`src/rtl/div_unit_if.sv`:
```
// EX <-> divider handshake: operands and start/annul in, registered result and ready out.
interface div_unit_if;
  logic        signed_div_i;
  logic [31:0] opdata1_i;
  logic [31:0] opdata2_i;
  logic        start_i;
  logic        annul_i;
  logic [63:0] result_o;
  logic        ready_o;

  modport master (
    output signed_div_i, opdata1_i, opdata2_i, start_i, annul_i,
    input  result_o, ready_o
  );

  modport slave (
    input  signed_div_i, opdata1_i, opdata2_i, start_i, annul_i,
    output result_o, ready_o
  );
endinterface

```
`src/rtl/div_unit.sv`:
```
// Radix-2 restoring 32-bit divider, one quotient bit per cycle, signed and unsigned.
// Result is {remainder, quotient}; held with ready_o until EX drops start_i.
module div_unit (
  input  logic       clk,
  input  logic       rst,
  div_unit_if.slave  bus
);

  typedef enum logic [1:0] {FREE, BYZERO, ON, END} state_t;

  state_t      state, state_nxt;
  logic [64:0] dividend, dividend_nxt;
  logic [31:0] divisor, divisor_nxt;
  logic [5:0]  cnt, cnt_nxt;
  logic        neg_q, neg_q_nxt;
  logic        neg_r, neg_r_nxt;
  logic [63:0] result_q, result_nxt;
  logic        ready_q, ready_nxt;

  logic [31:0] op1_mag, op2_mag;
  logic [32:0] diff;
  logic [31:0] quot, rem;
  logic        accept;

  assign accept  = bus.start_i && !bus.annul_i;
  assign op1_mag = (bus.signed_div_i && bus.opdata1_i[31]) ? (~bus.opdata1_i + 32'd1) : bus.opdata1_i;
  assign op2_mag = (bus.signed_div_i && bus.opdata2_i[31]) ? (~bus.opdata2_i + 32'd1) : bus.opdata2_i;
  assign diff    = {1'b0, dividend[63:32]} - {1'b0, divisor};
  assign quot    = neg_q ? (~dividend[31:0] + 32'd1) : dividend[31:0];
  assign rem     = neg_r ? (~dividend[64:33] + 32'd1) : dividend[64:33];

  assign bus.result_o = result_q;
  assign bus.ready_o  = ready_q;

  always_ff @(posedge clk or negedge rst) begin
    if (!rst) begin
      state    <= FREE;
      dividend <= '0;
      divisor  <= '0;
      cnt      <= '0;
      neg_q    <= 1'b0;
      neg_r    <= 1'b0;
      result_q <= '0;
      ready_q  <= 1'b0;
    end else begin
      state    <= state_nxt;
      dividend <= dividend_nxt;
      divisor  <= divisor_nxt;
      cnt      <= cnt_nxt;
      neg_q    <= neg_q_nxt;
      neg_r    <= neg_r_nxt;
      result_q <= result_nxt;
      ready_q  <= ready_nxt;
    end
  end

  always_comb begin
    state_nxt = state;
    case (state)
      FREE:    if (accept) state_nxt = (bus.opdata2_i == '0) ? BYZERO : ON;
      BYZERO:  state_nxt = bus.annul_i ? FREE : END;
      ON: begin
        if (bus.annul_i)       state_nxt = FREE;
        else if (cnt == 6'd32) state_nxt = END;
      end
      END:     if (!bus.start_i) state_nxt = FREE;
      default: state_nxt = FREE;
    endcase
  end

  always_comb begin
    dividend_nxt = dividend;
    divisor_nxt  = divisor;
    cnt_nxt      = cnt;
    neg_q_nxt    = neg_q;
    neg_r_nxt    = neg_r;
    result_nxt   = result_q;
    ready_nxt    = ready_q;
    case (state)
      FREE: begin
        result_nxt = '0;
        ready_nxt  = 1'b0;
        if (accept && bus.opdata2_i != '0) begin
          dividend_nxt = {32'b0, op1_mag, 1'b0};
          divisor_nxt  = op2_mag;
          cnt_nxt      = '0;
          neg_q_nxt    = bus.signed_div_i && (bus.opdata1_i[31] ^ bus.opdata2_i[31]);
          neg_r_nxt    = bus.signed_div_i && bus.opdata1_i[31];
        end
      end
      BYZERO: begin
        result_nxt = '0;
        if (!bus.annul_i) begin
          dividend_nxt = '0;
          ready_nxt    = 1'b1;
        end
      end
      ON: begin
        if (bus.annul_i) begin
          result_nxt = '0;
          ready_nxt  = 1'b0;
        end else if (cnt != 6'd32) begin
          // Restoring step: subtract only when the partial remainder covers the divisor.
          if (diff[32]) dividend_nxt = {dividend[63:0], 1'b0};
          else          dividend_nxt = {diff[31:0], dividend[31:0], 1'b1};
          cnt_nxt = cnt + 6'd1;
        end else begin
          result_nxt = {rem, quot};
          ready_nxt  = 1'b1;
        end
      end
      END: begin
        if (!bus.start_i) begin
          result_nxt = '0;
          ready_nxt  = 1'b0;
        end
      end
      default: begin
        result_nxt = '0;
        ready_nxt  = 1'b0;
      end
    endcase
  end

endmodule
```
`src/flat_wrapper.sv`:
```
// flat-port wrapper written by rule: the top's interface ports become plain ports
module div_unit_flat 
  (clk, rst, bus_signed_div_i, bus_opdata1_i, bus_opdata2_i, bus_start_i, bus_annul_i, bus_result_o, bus_ready_o);
  div_unit_if bus_i ();
  input  logic clk;
  input  logic rst;
  input wire logic [$bits(bus_i.signed_div_i)-1:0] bus_signed_div_i;
  input wire logic [$bits(bus_i.opdata1_i)-1:0] bus_opdata1_i;
  input wire logic [$bits(bus_i.opdata2_i)-1:0] bus_opdata2_i;
  input wire logic [$bits(bus_i.start_i)-1:0] bus_start_i;
  input wire logic [$bits(bus_i.annul_i)-1:0] bus_annul_i;
  output wire logic [$bits(bus_i.result_o)-1:0] bus_result_o;
  output wire logic [$bits(bus_i.ready_o)-1:0] bus_ready_o;
  assign bus_i.signed_div_i = bus_signed_div_i;
  assign bus_i.opdata1_i = bus_opdata1_i;
  assign bus_i.opdata2_i = bus_opdata2_i;
  assign bus_i.start_i = bus_start_i;
  assign bus_i.annul_i = bus_annul_i;
  assign bus_result_o = bus_i.result_o;
  assign bus_ready_o = bus_i.ready_o;
  div_unit u_core (.clk(clk), .rst(rst), .bus(bus_i));
endmodule
```
`config.mk`:
```
export PLATFORM = sky130hd
export DESIGN_NAME = div_unit_flat
export DESIGN_NICKNAME = d
export VERILOG_FILES = /design/src/rtl/div_unit_if.sv /design/src/rtl/div_unit.sv /design/src/flat_wrapper.sv
export SDC_FILE = /design/constraint.sdc
export NUM_CORES = 1
export LEC_CHECK = 0
export ABC_CLOCK_PERIOD_IN_PS = 4100
export CAP_MARGIN = 10
export CELL_PAD_IN_SITES_DETAIL_PLACEMENT = 1
export CELL_PAD_IN_SITES_GLOBAL_PLACEMENT = 1
export CORE_MARGIN = 3
export CORE_UTILIZATION = 40
export CTS_BUF_LIST = sky130_fd_sc_hd__clkbuf_2
export CTS_CLUSTER_DIAMETER = 200
export CTS_CLUSTER_SIZE = 25
export DETAILED_ROUTE_END_ITERATION = 16
export DONT_BUFFER_PORTS = 1
export GPL_TIMING_DRIVEN = 0
export PLACE_DENSITY_LB_ADDON = 0.08
export SLEW_MARGIN = 40
export SYNTH_ARGS = -nofsm -noshare
export SYNTH_HDL_FRONTEND = slang
export SYNTH_SLANG_ARGS = --single-unit
```
`constraint.sdc`:
```
create_clock -name clk -period 4.1 [get_ports clk]
set_clock_uncertainty 0.1 [all_clocks]
set_input_delay 0.205 -clock clk [delete_from_list [all_inputs] [get_ports clk]]
set_output_delay 0.205 -clock clk [all_outputs]
set_load 0.02 [all_outputs]
```
==> results_dict.tcl, run 1 <==
set metrics [dict create \
    status "complete, no violations" \
    synth_top_family_by_area "compound AO/OA/AOI/OAI gates" \
    power_w 0.006879 \
    die_x_um 175.1 \
    post-dp-hpwl_um 28660 \
    numCtsBuffers 17 \
    min_path_type "input port to flip-flop" \
    worstMarginPinSlew_ns 0.8245 \
    dieArea_um2 30650 \
    synth_mux_area_frac 0.02112 \
    synthFlopType "dfrtp_1" \
    gp_congestion 0.8769 \
    area_growth_syn_to_layout_pct 17.46 \
    final_common_cell "nand2_1" \
    finalCritPeriodShare 0.9150 \
    yosys.area_share.adder 0.04880 \
    grt_max_degree 162 \
    grt_antenna_before_repair 3 \
    cts.clk_slew.worst_paths_ns 0.25 \
    cp-endpoint "u_core.dividend[59]$_DFFE_PN0P_" \
    cts_setup_buffers 0 \
    reg2reg_to "u_core.dividend[59]$_DFFE_PN0P_" \
    routed_via_density 5.643 \
    worstHoldStart "bus_opdata1_i[31]" \
    port_buffers 0 \
    synth_compound_area_frac 0.2238 \
    synthSimpleGateAreaFrac 0.1703 \
    use_met2 0.4048 \
    crit_arrival_ns 4.32 \
    finalMaxSlewViolations 0 \
    rows 61 \
    clockRootBuffer "clkbuf_2" \
    rsz0062_at_grt "false" \
    r2r_slack_ns 0.35 \
    tritoncts "done" \
    drc 0 \
    yosysTopAreaCell "dfrtp_1" \
    synth_top_area_share 0.3764 \
    vias 10640 \
    r2r-start "u_core.dividend[33]$_DFFE_PN0P_" \
    endpoint_kind "flip-flop" \
    r2r_cells 13 \
    final_nets 1605 \
    drt_iter0_drc 658 \
    instances_no_fill 1886 \
    wl_per_cell_um 20.91 \
    grt_busiest_layer "met2" \
    wl_um 39440 \
    drv_cap 0 \
    layout_common_cells "nand2_1, o21ai_0, dfrtp_1" \
    syn_avg_cell_area_um2 8.451 \
    cts_max_level 4 \
    ctsLongestPathBuffers 2 \
    required_ns 4.67 \
    worstSetupPathType "flip-flop to flip-flop" \
    synth_edf_count 0 \
    die_h_um 175.1 \
    cts.sinks 172 \
    synth_seq_area_share 0.3764 \
    leakage_nw 5.859 \
    slew_headroom 0.4461 \
    yosysUniqueCellTypes 75 \
    antenna_left 0 \
    period_minus_slack_ns 3.751 \
    peakVddDrop_uv 225.0 \
    ys_seq_elements 172 \
    synth_xor_area_frac 0.1088 \
    ys_warn_count 0 \
    drt_first_pass_iters 4 \
    overflow 0 \
    synth_area_um2 11430 \
    core_um2 28010 \
    start_util 0.4082 \
    grt_util_all_layers 0.2577 \
    grt_pass1_wl_um 62360 \
    power.density_nw_per_um2 512.1 \
    synth_area_leaders "dfrtp_1, o21ai_0, xor2_1" \
    grt_pass1_vias 10930 \
    dp_cells 1731 \
    hold_viol 0 \
    synth_nets 1466 \
    cp_max_fo 10 \
    clk_latency_ns 0.77 \
    ios 134 \
    grtUsageMet3 0.03651 \
    tns_ns 0 \
    start_kind "flip-flop" \
    drive_above_1_share 0.04920 \
    max_freq_mhz 266.6 \
    setup_viol 0 \
    syn-instance-count 1353 \
    postSynth.asyncResetShare 1.000 \
    met1_usage 0.3793 \
    crit_start "u_core.dividend[33]$_DFFE_PN0P_" \
]
-- what timing repair did --
action	in CTS	in global routing
hold buffers	119	0
resized for setup	0	0
hold endpoints to repair	275	0
-- routing by layer --
layer	up-vias	routed length [um]
met5	-	0
met4	0	433
met3	23	1690
met2	221	17700
met1	5318	19610
li1	5080	-
-- power breakdown --
group          leakage (nW)  switching [W]  internal (W)
Sequential             2.29       0.000432       0.00206
Clock                 0.160       0.000669      0.000354
Combinational          3.41        0.00221       0.00116
-- cells by family (layout without fill, tap and decap cells) --
group,after synthesis,count (layout)
other,0,4
flip-flops,172,172
XOR/XNOR,142,142
buffers and inverters,141,292
AND/OR/NAND/NOR,413,413
multiplexers,24,24
AO/OA/AOI/OAI,417,417
adder cells (fa/ha/maj),44,44
-- worst min path at each step --
stage	end	slack, ns	cells past startpoint
2_1_floorplan	u_core.bus.ready_o$_DFFE_PN0P_	-0.19	0
3_3_place_gp	u_core.bus.result_o[47]$_DFFE_PN0P_	-0.18	0
3_5_place_dp	u_core.bus.result_o[48]$_DFFE_PN0P_	-0.18	0
4_1_cts	u_core.neg_q$_DFFE_PN0P_	0.03	4
5_1_grt	u_core.neg_q$_DFFE_PN0P_	0.07	4
6_report	u_core.neg_q$_DFFE_PN0P_	0.10	4
-- worst max-delay path, stage by stage (launching register included) --
cell and delay, ns:
dfrtp_1 0.52, inv_1 0.15, fa_1 0.46, nor2b_1 0.18, o31a_1 0.19, o41a_1 0.33
a221o_1 0.26, a21oi_2 0.11, or4_4 0.54, buf_6 0.17, nand2_4 0.10, buf_6 0.21
nand2_4 0.12, o31ai_2 0.25
-- area by class of cell --
| cell class | instances | area, um2 |
|---|---|---|
| Fill cell | 3397 | 14580 |
| Multi-Input combinational cell | 1040 | 6566 |
| Sequential cell | 172 | 4304 |
| Timing Repair Buffer | 120 | 1236 |
| Tap cell | 378 | 473.0 |
| Buffer | 80 | 352.8 |
| Inverter | 61 | 229.0 |
| Clock inverter | 12 | 165.2 |
| Clock buffer | 19 | 95.09 |
| Antenna cell | 4 | 10.01 |
-- through the flow --
stage | hold slack (ns) | worst slack, ns | utilization | cell area [um2]
finish | 0.1004 | 0.3485 | 0.4795 | 13430
global route | 0.06943 | 0.1402 | 0.4794 | 13430
CTS | 0.02750 | 0.3740 | 0.4780 | 13390
detailed placement | -0.1837 | 0.4162 | 0.4255 | 11920
global placement | -0.1834 | 0.4701 | 0.4251 | 11910
floorplan | -0.1906 | 0.9336 | - | 11430
-- state kept, by name, summed over array words and instances (netlist names) --
name	flops
u_core.dividend	65
u_core.neg_q	1
u_core.divisor	32
u_core.bus.ready_o	1
u_core.bus.result_o	64
u_core.neg_r	1
u_core.cnt	6
u_core.state	2
-- synthesized netlist by cell type, types with 3 or more instances --
cell and count:
mux2i_1 23, or4_1 12, a221oi_1 6, a22o_1 3, dfrtp_1 172, a22oi_1 23, nor2_1 68, inv_1 59
a32oi_1 12, nand2b_1 13, and3_1 6, o21a_1 8, buf_6 4, clkbuf_1 59, nand4_1 9, nor3b_1 4
a21oi_1 80, buf_2 9, nor2b_1 12, o31a_1 3, o41ai_1 13, buf_1 5, or3_1 16, nor3_1 18
nand3_1 17, o21ai_1 9, xnor2_1 54, o311a_1 3, o31ai_1 33, nand2_1 203, nor4_1 14, ha_1 43
xor2_1 88, buf_4 3, a31oi_1 8, o21ai_0 176, o21ai_2 3, a21o_1 14
(Power assumes the default switching activity.)
==> inputs of run 2 (changes only) <==
--- a/config.mk
+++ b/config.mk
@@ -18,7 +18,9 @@
 export DONT_BUFFER_PORTS = 1
 export GPL_TIMING_DRIVEN = 0
 export PLACE_DENSITY_LB_ADDON = 0.08
+export REMOVE_ABC_BUFFERS = 1
 export SLEW_MARGIN = 40
 export SYNTH_ARGS = -nofsm -noshare
 export SYNTH_HDL_FRONTEND = slang
 export SYNTH_SLANG_ARGS = --single-unit
+export TNS_END_PERCENT = 1
==> run 2 against run 1 <==
Compared with the run above:
- via count is 2.8% lower
- wire length is 8.0% lower
- first-iteration DRC count is 9.7% lower
- design area is 1.3% higher
- total power is 2.5% lower
- sequential power is 2% higher
- worst setup slack worse by 0.20 ns
- non-clock buffer count is 34 lower
==> results_dict.tcl, run 2 (same netlist as run 1, synthesis figures left out) <==
set metrics [dict create \
    status "complete, no violations" \
    required_ns 4.71 \
    post-dp-hpwl_um 24650 \
    routed_via_density 5.590 \
    top_register "u_core.dividend" \
    crit_arrival_ns 4.56 \
    seqCellArea_um2 4307 \
    grt_antenna_before_repair 2 \
    r2r_cells 12 \
    min_path_type "input port to flip-flop" \
    wl_per_cell_um 19.60 \
    final_nets 1571 \
    preCtsSetupSlack_ns 0.2298 \
    holdPathStages 4 \
    finalCritPeriodShare 0.9647 \
    post-route-util 0.4858 \
    area_growth_syn_to_layout_pct 19.00 \
    power_w 0.006709 \
    grt_max_degree 158 \
    timing.hold.worst_endpoint "u_core.divisor[28]$_DFFE_PN0P_" \
    cts.sinks 172 \
    numCtsBuffers 17 \
    instances_no_fill 1850 \
    grt_util_all_layers 0.2424 \
    ios 134 \
    finalMaxSlewViolations 0 \
    worstHoldStart "bus_opdata2_i[31]" \
    vias 10340 \
    endpoint_kind "flip-flop" \
    dieArea_um2 30650 \
    power.density_nw_per_um2 493.0 \
    die_h_um 175.1 \
    largest_register_ffs 65 \
    grt_pass1_vias 11100 \
    final_cell_area_um2 13610 \
    drt_iter0_drc 594 \
    layout_common_cells "nand2_1, o21ai_0, dfrtp_1" \
    hold_viol 0 \
    wl_um 36260 \
    clk_latency_ns 0.78 \
    reg2reg_to "u_core.dividend[61]$_DFFE_PN0P_" \
    drive_above_1_share 0.06050 \
    drt_first_pass_iters 5 \
    placed_area_um2 11790 \
    overflow 0 \
    setup_viol 0 \
    fillers 3356 \
    multi_input_area_um2 6633 \
    r2r-start "u_core.dividend[32]$_DFFE_PN0P_" \
    rsz0062_at_grt "true" \
    gp_congestion 0.8706 \
    die_x_um 175.1 \
    final_common_cell "nand2_1" \
    start_util 0.4082 \
    worstMarginPinSlew_ns 0.7418 \
    peakVddDrop_uv 368.5 \
    cp_max_fo 14 \
    rows 61 \
    start_kind "flip-flop" \
    r2r_slack_ns 0.14 \
    max_freq_mhz 252.8 \
    cts.clk_slew.worst_paths_ns 0.30 \
    slew_headroom 0.5049 \
    dp_cells 1665 \
    port_buffers 0 \
    worstSetupPathType "flip-flop to flip-flop" \
    period_minus_slack_ns 3.955 \
    antenna_left 0 \
    cts_setup_buffers 0 \
    drc 0 \
    core_um2 28010 \
    leakage_nw 5.956 \
    cts_max_level 4 \
    tritoncts "done" \
    grt_pass1_wl_um 60130 \
    drv_cap 0 \
    layout_setup_ws_ns 0.1448 \
    clockRootBuffer "clkbuf_2" \
    ctsLongestPathBuffers 2 \
]
run 2: cell types whose count changed in the layout (fill, tap and decap cells not counted), moves of 4 or more:
cell,delta
buf_2,-8
buf_8,+4
clkinvlp_4,+5
clkbuf_1,-59
buf_4,+4
clkinv_4,-4
dlygate4sd3_1,+31
buf_1,-5
run 2: what timing repair did:
action | CTS | global route
hold buffers | 149 | 2
endpoints found under the hold margin | 327 | 1
resized for setup | 0 | 1
setup endpoints to repair | 0 | 22
run 2: how the worst max path moves through the flow:
stage,from,end,slack (ns),depth (start not counted)
after floorplan,u_core.state[0]$_DFFE_PN0P_,u_core.bus.result_o[10]$_DFFE_PN0P_,-1.21,6
after global placement,u_core.state[0]$_DFFE_PN0P_,u_core.bus.result_o[39]$_DFFE_PN0P_,-4.46,6
after detailed placement,u_core.dividend[32]$_DFFE_PN0P_,u_core.dividend[45]$_DFFE_PN0P_,0.23,12
after CTS,u_core.dividend[32]$_DFFE_PN0P_,u_core.dividend[45]$_DFFE_PN0P_,0.13,12
after global routing,u_core.dividend[32]$_DFFE_PN0P_,u_core.dividend[61]$_DFFE_PN0P_,-0.04,12
final,u_core.dividend[32]$_DFFE_PN0P_,u_core.dividend[61]$_DFFE_PN0P_,0.14,12
run 2: area by class of cell:
type                       count  share of cell area
multi-input combinational   1040              0.4874
sequential                   172              0.3165
inverter                      61             0.01683
tap                          378             0.03476
antenna                        1           0.0001839
timing repair buffer         166              0.1266
clock buffer                  18            0.006621
clock inverter                14             0.01103
run 2: stage by stage:
stage | setup TNS (ns) | hold slack (ns)
after floorplan | -68.75 | -0.1906
after global placement | -376.53 | -0.1832
after detailed placement | 0 | -0.1822
after CTS | 0 | 0.001114
after global routing | -0.03926 | 0.04981
final | 0 | 0.06250
run 2: report_power, final:
group | switching, W | total [W] | internal [W]
Combinational | 0.00192 | 0.00321 | 0.00128
Clock | 0.000710 | 0.000957 | 0.000248
Sequential | 0.000488 | 0.00254 | 0.00206
Total | 0.00312 | 0.00671 | 0.00359
run 2: critical path, cell delays in order (launching register included):
cell and delay (ns):
dfrtp_1 0.44, inv_1 0.08, ha_1 0.19, fa_1 0.41
nor2b_1 0.20, o31a_1 0.18, o41a_1 0.34, a221o_1 0.30
a21oi_2 0.13, or4_4 0.66, and2_4 0.27, or4_1 0.48
nand3_1 0.08
run 2: metal layers:
layer | global-route usage | part of all wire | vias up
li1 | - | - | 4994
met1 | 0.3351 | 0.48 | 5171
met2 | 0.4023 | 0.47 | 139
met3 | 0.03694 | 0.032 | 38
met4 | 0.05552 | 0.015 | 0
met5 | 0 | 0 | -
==> inputs of run 3 (changes only) <==
--- a/config.mk
+++ b/config.mk
@@ -5,7 +5,7 @@
 export SDC_FILE = /design/constraint.sdc
 export NUM_CORES = 1
 export LEC_CHECK = 0
-export ABC_CLOCK_PERIOD_IN_PS = 4100
+export ABC_CLOCK_PERIOD_IN_PS = 3950
 export CAP_MARGIN = 10
 export CELL_PAD_IN_SITES_DETAIL_PLACEMENT = 1
 export CELL_PAD_IN_SITES_GLOBAL_PLACEMENT = 1
==> constraint.sdc (replaced) <==
create_clock -name clk -period 3.95 [get_ports clk]
set_clock_uncertainty 0.1 [all_clocks]
set_input_delay 0.1975 -clock clk [delete_from_list [all_inputs] [get_ports clk]]
set_output_delay 0.1975 -clock clk [all_outputs]
set_load 0.02 [all_outputs]
==> run 3 against run 2 <==
Compared with the run above:
- sequential share of layout area fell by 0.070 points
- clock-buffer cell count did not move
- utilization rose by 0.11 points
- critical path type unchanged
- first-iteration DRC count down 13%
- clock power increased by 4.0%
- die area stayed put
- wire length increased by 0.24%
- cell count up 0.11%
- largest power group unchanged
- fmax up 6.8%
- highest routed layer unchanged
- total power is 3.8% higher
==> results_dict.tcl, run 3 (same netlist as run 1, synthesis figures left out) <==
set metrics [dict create \
    wl_um 36350 \
    highest_layer "met4" \
    peakVddDrop_uv 382.1 \
    period_minus_slack_ns 3.705 \
    cts_max_level 4 \
    netSwitchingFraction 0.4650 \
    fillers 3350 \
    drt-met1-wl_um 17330 \
    setup_viol 0 \
    grt_util_all_layers 0.2428 \
    wl_met2_um 17190 \
    drc 0 \
    vias 10340 \
    post-dp-hpwl_um 24650 \
    crit_arrival_ns 4.31 \
    worstMarginPinSlew_ns 0.7502 \
    hold_viol 0 \
    layout_common_cells "nand2_1, o21ai_0, dfrtp_1" \
    p_switching_w 0.003239 \
    power_w 0.006967 \
    status "complete, no violations" \
    path_cells "inv_1 -> ha_1 -> fa_1 -> nor2b_1 -> o31a_1 -> o41a_1 -> a221o_1 -> a21oi_2 -> or4_4 -> and2_4 -> or4_1 -> nand3_1" \
    slowest_delay_ns 0.57 \
    start_util 0.4082 \
    endpoint_kind "flip-flop" \
    tns_ns 0 \
    tritoncts "done" \
    rows 61 \
    p_comb_frac 0.479 \
    cts.sinks 172 \
    clk_latency_ns 0.79 \
    max_freq_mhz 269.9 \
    power.density_nw_per_um2 510.9 \
    required_ns 4.56 \
    grt_pass1_vias 11100 \
    die_h_um 175.1 \
    rsz0062_at_grt "false" \
    cts.clk_slew.worst_paths_ns 0.30 \
    clockRootBuffer "clkbuf_2" \
    overflow 0 \
    drive_above_1_share 0.06178 \
    gp_congestion 0.8706 \
    min_path_type "input port to flip-flop" \
    drt_first_pass_iters 5 \
    routed_via_density 5.582 \
    final_nets 1573 \
    top_register "u_core.dividend" \
    worstSetupPathType "flip-flop to flip-flop" \
    cp_max_fo 14 \
    grt_max_degree 152 \
    ios 134 \
    numCtsBuffers 17 \
    largest_register_ffs 65 \
    slowest_stage "or4_4" \
    die_x_um 175.1 \
    drv_cap 0 \
    dieArea_um2 30650 \
    wl_per_cell_um 19.63 \
    ctsLongestPathBuffers 2 \
    start_kind "flip-flop" \
    drt_iter0_drc 518 \
    slew_headroom 0.4993 \
    clkPwrFrac 0.143 \
    finalMaxSlewViolations 0 \
    antenna_left 0 \
    grt_pass1_wl_um 60210 \
    port_buffers 0 \
    met3_length_um 1261 \
    finalCritPeriodShare 0.9379 \
    r2r_slack_ns 0.25 \
    area_growth_syn_to_layout_pct 19.26 \
    p_int_w 0.003727 \
    core_um2 28010 \
    pwr-share-seq 0.379 \
    grt_antenna_before_repair 2 \
    final_common_cell "nand2_1" \
    leakage_nw 5.973 \
]
[run 3: changes by cell type in the layout (fill, tap and decap cells not counted), sizes merged]
cell  before  now
buf       17   19
[run 3: per-stage QoR]
stage / hold WS, ns / area (um2) / setup WS (ns) / utilization / std cells
floorplan: -0.1981 / 11080 / -1.357 / - / 1273
global placement: -0.1907 / 11550 / -4.610 / 0.4125 / 1651
detailed placement: -0.1897 / 11790 / 0.07982 / 0.4207 / 1665
CTS: 0.0009577 / 13550 / 0.001600 / 0.4839 / 1846
global route: 0.04161 / 13640 / 0.07820 / 0.4868 / 1852
finish: 0.04881 / 13640 / 0.2452 / 0.4868 / 1852
[run 3: power by group through the flow]
stage               registers [W]  clock network [W]  logic [W]
detailed placement        0.00267                  0    0.00296
CTS                       0.00263            0.00104    0.00330
global route              0.00271            0.00111    0.00377
global placement          0.00265                  0    0.00274
floorplan                 0.00253                  0    0.00207
finish                    0.00264           0.000995    0.00333
[run 3: critical path: cells and delay by family, from the launching register on]
family          cells  cell delay [ns]
flops               1             0.44
simple gates        5             1.59
fa+ha+maj           2             0.60
compound gates      4             0.80
buf+inv             1             0.08
[run 3: final timing paths]
| kind | endpoint | from | depth (start not counted) |
|---|---|---|---|
| worst max-delay path | u_core.dividend[61]$_DFFE_PN0P_ | u_core.dividend[32]$_DFFE_PN0P_ | 12 |
| worst min-delay path | u_core.neg_r$_DFFE_PN0P_ | bus_opdata1_i[31] | 2 |
| worst max register to register | u_core.dividend[61]$_DFFE_PN0P_ | u_core.dividend[32]$_DFFE_PN0P_ | 12 |
| worst min register to register | u_core.divisor[22]$_DFFE_PN0P_ | u_core.divisor[22]$_DFFE_PN0P_ | 2 |
| max in group asynchronous | u_core.neg_q$_DFFE_PN0P_ | rst | 4 |
| min in group asynchronous | u_core.bus.result_o[60]$_DFFE_PN0P_ | rst | 3 |
[run 3: area by class of cell]
class / count / area [um2] / share of cell area
timing repair buffer: 168 / 1753 / 0.1285
tap: 378 / 473.0 / 0.03468
inverter: 61 / 229.0 / 0.01679
antenna: 1 / 2.502 / 0.0001835
sequential: 172 / 4307 / 0.3158
clock inverter: 14 / 150.1 / 0.01101
clock buffer: 18 / 90.09 / 0.006606
multi-input combinational: 1040 / 6633 / 0.4864
[run 3: timing repair]
item	4_1_cts	5_1_grt
gates resized for setup	1	0
hold buffers	149	2
pin swaps	0	2
cloned	0	0
buffers inserted	0	2
hold endpoints to repair	328	1
setup endpoints to repair	2	22
[run 3: layer usage]
layer | vias up | track usage
li1 | 4994 | -
met5 | - | 0
met3 | 40 | 0.03716
met1 | 5154 | 0.3347
met2 | 149 | 0.4038
met4 | 0 | 0.05585
